===== src/rtl/skinny_sbox8_isw1_sequencer.sv =====
// Handshake sequencer for a non-pipelined ISW SKINNY sbox8: holds shares and mask for LATENCY cycles, then captures the result.
// Define SKINNY_SEQ_EXT_RAND_EN to take the refresh mask from an external rnd port instead of the internal LFSR.
module skinny_sbox8_isw1_sequencer #(
  parameter int unsigned LATENCY   = 8,
  parameter logic [15:0] LFSR_SEED = 16'hACE1
) (
  input  logic       clk,
  input  logic       rst,
  input  logic       in_valid,
  output logic       in_ready,
  input  logic [7:0] din1,
  input  logic [7:0] din0,
  output logic       out_valid,
  input  logic       out_ready,
  output logic [7:0] dout1,
  output logic [7:0] dout0,
  output logic [7:0] si1,
  output logic [7:0] si0,
  output logic [7:0] r,
  input  logic [7:0] bo1,
  input  logic [7:0] bo0,
`ifdef SKINNY_SEQ_EXT_RAND_EN
  input  logic [7:0] rnd,
`endif
  output logic       busy
);

  typedef enum logic [1:0] {
    IDLE = 2'd0,
    HOLD = 2'd1,
    OUT  = 2'd2
  } state_t;

  localparam logic [3:0] LAT4 = 4'(LATENCY);

  state_t     state_q;
  logic [3:0] cnt_q;
  logic [7:0] si1_q, si0_q, r_q;
  logic [7:0] dout1_q, dout0_q;
  logic       out_valid_q;
  logic [7:0] mask_src;

`ifdef SKINNY_SEQ_EXT_RAND_EN
  assign mask_src = rnd;
`else
  logic [15:0] lfsr_q, lfsr_d;

  // Fibonacci shift-left, taps 15/13/12/10 feed bit 0
  assign lfsr_d = {lfsr_q[14:0], lfsr_q[15] ^ lfsr_q[13] ^ lfsr_q[12] ^ lfsr_q[10]};

  always_ff @(posedge clk or posedge rst) begin
    if (rst) lfsr_q <= LFSR_SEED;
    else     lfsr_q <= lfsr_d;
  end

  assign mask_src = lfsr_q[7:0];
`endif

  always_ff @(posedge clk or posedge rst) begin
    if (rst) begin
      state_q     <= IDLE;
      cnt_q       <= '0;
      si1_q       <= '0;
      si0_q       <= '0;
      r_q         <= '0;
      dout1_q     <= '0;
      dout0_q     <= '0;
      out_valid_q <= 1'b0;
    end else begin
      case (state_q)
        IDLE: begin
          if (in_valid) begin
            si1_q   <= din1;
            si0_q   <= din0;
            r_q     <= mask_src;
            cnt_q   <= '0;
            state_q <= HOLD;
          end
        end
        HOLD: begin
          // cnt is cleared on exit so it never climbs past LATENCY
          if (cnt_q == LAT4) begin
            dout1_q     <= bo1;
            dout0_q     <= bo0;
            si1_q       <= '0;
            si0_q       <= '0;
            r_q         <= '0;
            cnt_q       <= '0;
            out_valid_q <= 1'b1;
            state_q     <= OUT;
          end else begin
            cnt_q <= cnt_q + 4'd1;
          end
        end
        OUT: begin
          if (out_ready) begin
            dout1_q     <= '0;
            dout0_q     <= '0;
            out_valid_q <= 1'b0;
            state_q     <= IDLE;
          end
        end
        default: state_q <= IDLE;
      endcase
    end
  end

  assign in_ready  = (state_q == IDLE);
  assign busy      = (state_q != IDLE);
  assign out_valid = out_valid_q;
  assign dout1     = dout1_q;
  assign dout0     = dout0_q;
  assign si1       = si1_q;
  assign si0       = si0_q;
  assign r         = r_q;

endmodule


===== config.mk =====
export PLATFORM = sky130hd
export DESIGN_NAME = skinny_sbox8_isw1_sequencer
export DESIGN_NICKNAME = d
export VERILOG_FILES = /design/src/rtl/skinny_sbox8_isw1_sequencer.sv
export SDC_FILE = /design/constraint.sdc
export NUM_CORES = 1
export LEC_CHECK = 0
export BUFFER_PORTS_ARGS = -buffer_cell sky130_fd_sc_hd__buf_2
export CAP_MARGIN = 10
export CORE_MARGIN = 1
export CORE_UTILIZATION = 30
export CTS_BUF_LIST = sky130_fd_sc_hd__clkbuf_8
export DETAILED_ROUTE_END_ITERATION = 8
export PLACE_DENSITY_LB_ADDON = 0.25
export SLEW_MARGIN = 40
export SYNTH_ARGS = -nofsm -noshare
export SYNTH_HDL_FRONTEND = slang
export SYNTH_SLANG_ARGS = --single-unit

===== constraint.sdc =====
create_clock -name clk -period 2.2 [get_ports clk]
set_input_delay 0.11 -clock clk [delete_from_list [all_inputs] [get_ports clk]]
set_output_delay 0.11 -clock clk [all_outputs]
set_load 0.02 [all_outputs]

==> out/qor.yml, run 1 <==
clock_tree:
  cts_tree: "built"
  cts_sinks: 63
  cts.clk_slew.worst_paths_ns: 0.07
  h-tree-depth: 3
  clk_latency_ns: 0.34
  cts_root_buf: "clkbuf_8"
  cts-buffers-inserted: 9
  post_cts_buffers: 0
  clockBufferDepth: 2
logic_synthesis:
  async_reset_ff_share_pct: 100
  seq_area_frac_synth_pct: 66.1
  synth_ff_type: "dfrtp_1"
  postSynthCellCount: 188
  ys.warnings.count: 0
  syn_avg_cell_area_um2: 12.8
  ys_types: 34
  synth_seq_cells: 63
  synth_edf_count: 0
  synth_nets: 226
  syn-cell-area_um2: 2400
worst_setup_path:
  startpoint: "cnt_q[0]"
  rr_worst_depth: 5
  ff2ff_setup_slack_ns: 0.47
  endpoint: "dout1[2]"
  cp_max_fo: 18
  start_kind: "flip-flop"
  rr_endpoint: "dout1[2]"
  reg2reg_from: "cnt_q[0]"
  required_ns: 2.39
  critPathCaptureType: "flip-flop"
  crit_arrival_ns: 1.92
  critical_path_class: "reg2reg"
finish:
  n_antenna_cell: 0
  finalNetCount: 335
  mostFrequentLayoutCell: "buf_2"
  syn2layout_area_growth_pct: 38.0
  fin_cells: 404
  drive_gt1_share_pct: 36.8
  layout_common_cells: "buf_2 (78), dfrtp_1 (55), dlygate4sd3_1 (30)"
global_route:
  antenna_found_initial: 0
  grt_pass1_vias: 1919
  grt_use_total_pct: 14.8
  grt_max_degree: 31
  grt_pass1_wl_um: 9450
  grt_overflow: 0
timing:
  max_slew_margin_pct: 54.9
  grt_setup_unrepaired: "no"
  hold_viol: 0
  post-route-period-util_pct: 78.5
  fin_crit_ns: 1.73
  fmax_ghz: 0.579
  finClkSkew_ns: 0.00720
  holdWs_ns: 0.0145
  tns_ns: 0
  setup_violations: 0
  tightest_slew_ns: 0.674
  maxSlewViolCount: 0
floorplanning:
  io_pins: 79
  initial_utilization_pct: 31.1
  die_y_um: 91.4
  rows: 32
  coreArea_um2: 7730
  die_width_um: 91.4
  dieArea_um2: 8360
detailed_routing:
  ant_nets: 0
  maxUsedRoutingLayer: "met4"
  drc: 0
  num_vias: 1837
  post_drt_via_cell_ratio: 4.55
  wl_met2_um: 2630
  drt_iter0_drc: 71
  finalWirelength_um: 5630
  dr_wl_met3_um: 320
  wl_per_cell_um: 13.9
  drt-pass1-iter-count: 4
  wl_met1_um: 2600
placed_design:
  post-dp-hpwl_um: 3440
  io_buffers: 78
  dp.cells: 358
  place.gp.congestion: 0.750
power_and_ir_drop:
  p_leak_nw: 1.70
  powerDensity_nw_per_um2: 1220
  vdd_drop_max_mv: 0.568
flow_run:
  drv_cap: 0
hold_path:
  hold_path.class: "in2reg"
run_status:
  status: "finished, final reports clean"
cells by family after synthesis:
family                     Yosys count  synth area share, %
buffers and inverters               18                 5.58
AOI/OAI and AO/OA                   49                 14.4
adders and majority gates            2                 1.04
DFF                                 63                 66.1
muxes                                2                0.834
and+or+nand+nor                     51                 10.9
xor gates and xnor gates             3                 1.10
report_power, final:
group | total [mW] | internal [mW] | leakage, nW | switching (mW)
Combinational | 1.49 | 0.585 | 0.802 | 0.902
Sequential | 1.69 | 1.48 | 0.799 | 0.215
Clock | 0.863 | 0.425 | 0.0944 | 0.438
Total | 4.04 | 2.49 | 1.70 | 1.55
synthesized netlist by cell type, types with 2 or more instances:
library cell,count,share of area (%)
dfstp_2,8,8.8
a21o_1,2,0.63
a21oi_1,2,0.42
buf_6,3,1.4
o21ai_1,4,0.83
dfrtp_1,55,57
buf_2,5,1.0
o21ai_0,15,3.1
ha_1,2,1.0
nand2_1,21,3.3
buf_8,3,1.9
nand3_1,16,3.3
xnor2_1,2,0.73
nor2_1,2,0.31
mux2i_1,2,0.83
a22o_1,25,9.1
clkbuf_1,2,0.31
inv_1,3,0.47
metrics by stage:
| step | power (mW) | setup slack, ns | util [%] | area [um^2] |
|---|---|---|---|---|
| after CTS | 4.09 | 0.403 | 42.6 | 3290 |
| after global placement | 3.14 | 0.482 | 36.8 | 2840 |
| after floorplan | 2.73 | 0.533 | - | 2400 |
| after global routing | 4.31 | 0.307 | 42.8 | 3310 |
| after detailed placement | 3.17 | 0.425 | 36.8 | 2840 |
| final | 4.04 | 0.474 | 42.8 | 3310 |
worst max-delay path: stages (launching register included):
cell	delay [ns]
dfrtp_1	0.41
inv_1	0.09
ha_1	0.18
and3b_1	0.19
and2_1	0.52
o21ai_0	0.20
registers in the layout, indices dropped and copies added, names as in the netlist:
signal     cells
cnt_q          4
dout0          8
dout1          8
lfsr_q        16
out_valid      1
r              8
si0            8
si1            8
state_q        2
how the worst min path moves through the flow:
stage / from / cells after the start / end / slack, ns
final: bo1[2] / 3 / dout1[2] / 0.01
after global routing: din0[7] / 2 / si0[7] / 0.01
after CTS: bo1[4] / 3 / dout1[4] / 0.0005
after detailed placement: rst / 2 / cnt_q[0] / 0.17
after global placement: rst / 2 / cnt_q[0] / 0.17
after floorplan: bo0[1] / 2 / dout0[1] / 0.25
routing by layer:
metal,GRT usage [%],vias up
met5,0,-
met4,4.76,0
met3,6.03,8
met2,23.2,59
met1,18.5,894
li1,-,876
cell type report:
class / instances / area (um^2)
fillers: 730 / 4420
flip-flops and latches: 63 / 1590
repair buffers: 112 / 733
multi-input cells: 107 / 681
clock buffers: 10 / 138
well taps: 102 / 128
clock inverters: 6 / 30.0
inverters: 4 / 15.0
what timing repair did:
action / CTS / global route
hold buffers: 28 / 2
hold endpoints to repair: 41 / 2
resized for setup: 0 / 0
(Power assumes the default switching activity.)
==> inputs of run 2 (changes only) <==
==> constraint.sdc (replaced) <==
create_clock -name clk -period 1.76 [get_ports clk]
set_input_delay 0.088 -clock clk [delete_from_list [all_inputs] [get_ports clk]]
set_output_delay 0.088 -clock clk [all_outputs]
set_load 0.02 [all_outputs]
==> out/qor.yml, run 2 (synthesis gave the netlist of run 1 again) <==
global_route:
  grt_overflow: 0
  grt-busiest-layer: "met2"
  grt_use_met3_pct: 5.61
  grtUsageMet2_pct: 22.4
  grt_use_total_pct: 14.4
  grt_pass1_vias: 1824
  grt_pass1_wl_um: 9230
  met1_usage_pct: 18.4
  antenna_found_initial: 0
  grt_max_degree: 64
placed_design:
  io_buffers: 78
  place.gp.congestion: 0.714
  place_area_um2: 2860
  dp.cells: 360
  post-dp-hpwl_um: 3220
  post-place-ws_ns: 0.168
worst_setup_path:
  critPathTopFamily: "simple AND/OR/NAND/NOR gates"
  rr_worst_depth: 6
  critical_path_class: "reg2reg"
  startpoint: "cnt_q[0]"
  cp_max_fo: 11
  endpoint: "out_valid"
  reg2reg_from: "cnt_q[0]"
  worst-path-buf-inv: 2
  crit_path_max_incr_delay_ns: 0.39
  cp_slowest_cell: "dfrtp_1"
  critPathCaptureType: "flip-flop"
  crit_chain: "inv_1, ha_1, and3b_1, and2_2, buf_4, a21o_1"
  required_ns: 1.99
  cp.depth: 6
  ff2ff_setup_slack_ns: 0.21
  start_kind: "flip-flop"
  crit_arrival_ns: 1.78
  rr_endpoint: "out_valid"
detailed_routing:
  num_vias: 1859
  drt_iter0_drc: 123
  post_drt_via_cell_ratio: 4.55
  drc: 0
  ant_nets: 0
  drt-pass1-iter-count: 4
  wl_per_cell_um: 13.7
  finalWirelength_um: 5620
hold_path:
  whs_path_depth: 3
  hold_start: "out_ready"
  hold_path.class: "in2reg"
floorplanning:
  dieArea_um2: 8360
  initial_utilization_pct: 31.1
  die_width_um: 91.4
  coreArea_um2: 7730
  io_pins: 79
  rows: 32
  die_y_um: 91.4
finish:
  n_fill_cell: 717
  n_antenna_cell: 0
  final_util_pct: 44.0
  finalNetCount: 340
  layout_common_cells: "buf_2 (78), dfrtp_1 (55), dlygate4sd3_1 (33)"
  regMostFlops: "lfsr_q"
  syn2layout_area_growth_pct: 41.7
  fin_cells: 409
  mostFrequentLayoutCell: "buf_2"
  largest_register_ffs: 16
  finalInstanceArea_um2: 3400
  drive_gt1_share_pct: 37.1
power_and_ir_drop:
  powerDensity_nw_per_um2: 1570
  p_seq_share_pct: 39.6
  p_leak_nw: 1.74
  pwr-share-clk_pct: 25.1
  vdd_drop_max_mv: 0.911
  swShare_pct: 36.5
  power.switching_mw: 1.95
  power.internal_mw: 3.39
  p_total_mw: 5.34
  p_comb_share_pct: 35.3
clock_tree:
  cts_tree: "built"
  clk_latency_ns: 0.33
  cts-buffers-inserted: 9
  cts_root_buf: "clkbuf_8"
  cts.clk_slew.worst_paths_ns: 0.07
  h-tree-depth: 3
  cts_sinks: 63
  clockBufferDepth: 2
timing:
  hold_viol: 0
  fin_crit_ns: 1.55
  tns_ns: 0
  fmax_ghz: 0.644
  setup_violations: 0
  max_slew_margin_pct: 73.9
  grt_setup_unrepaired: "no"
  holdWs_ns: 0.165
  post-route-period-util_pct: 88.3
  maxSlewViolCount: 0
  setup_slack_ns: 0.207
  tightest_slew_ns: 0.391
  finClkSkew_ns: 0.00660
run_status:
  status: "finished, final reports clean"
flow_run:
  drv_cap: 0
[run 2: cell count changes in the layout (fill, tap and decap cells not counted), sizes merged]
cell and delta:
buf +2, bufinv +2, clkbuf -1, clkinvlp -1, dlygate4sd3 +3
[run 2: worst min-delay path by stage]
stage                       to  slack, ns
floorplan             dout0[1]       0.22
global placement      dout0[2]       0.19
detailed placement    dout1[1]       0.19
CTS                 state_q[1]       0.15
global route        state_q[0]       0.18
finish              state_q[1]       0.17
[run 2: worst min-delay path, delay by kind of cell]
kind / cells / cell delay (ns)
AND/OR/NAND/NOR: 2 / 0.28
buffers and inverters: 1 / 0.10
[run 2: final cells by class]
class	instances	area (um^2)	share of cell area [%]
timing repair buffer	117	778	22.9
clock buffer	9	124	3.64
multi-input combinational	107	681	20.0
sequential	63	1590	46.7
tap	102	128	3.75
inverter	4	15.0	0.442
clock inverter	7	87.6	2.58
[run 2: metal layers]
| layer | vias to the layer above | share of wire, % |
|---|---|---|
| met5 | - | 0 |
| li1 | 883 | - |
| met1 | 900 | 45 |
| met3 | 6 | 6.3 |
| met2 | 70 | 47 |
| met4 | 0 | 1.4 |
[run 2: power groups by stage]
stage	Sequential [mW]	Clock, mW	Combinational [mW]
after detailed placement	2.12	0	1.84
after CTS	2.11	1.38	1.89
after global routing	2.17	1.45	2.06
after floorplan	2.50	0	0.920
final	2.12	1.34	1.88
after global placement	2.13	0	1.81
[run 2: repair_timing]
action,4_1_cts,5_1_grt
buffers inserted,0,0
setup endpoints to repair,0,3
resized for setup,0,1
hold buffers,33,0
hold endpoints to repair,87,0
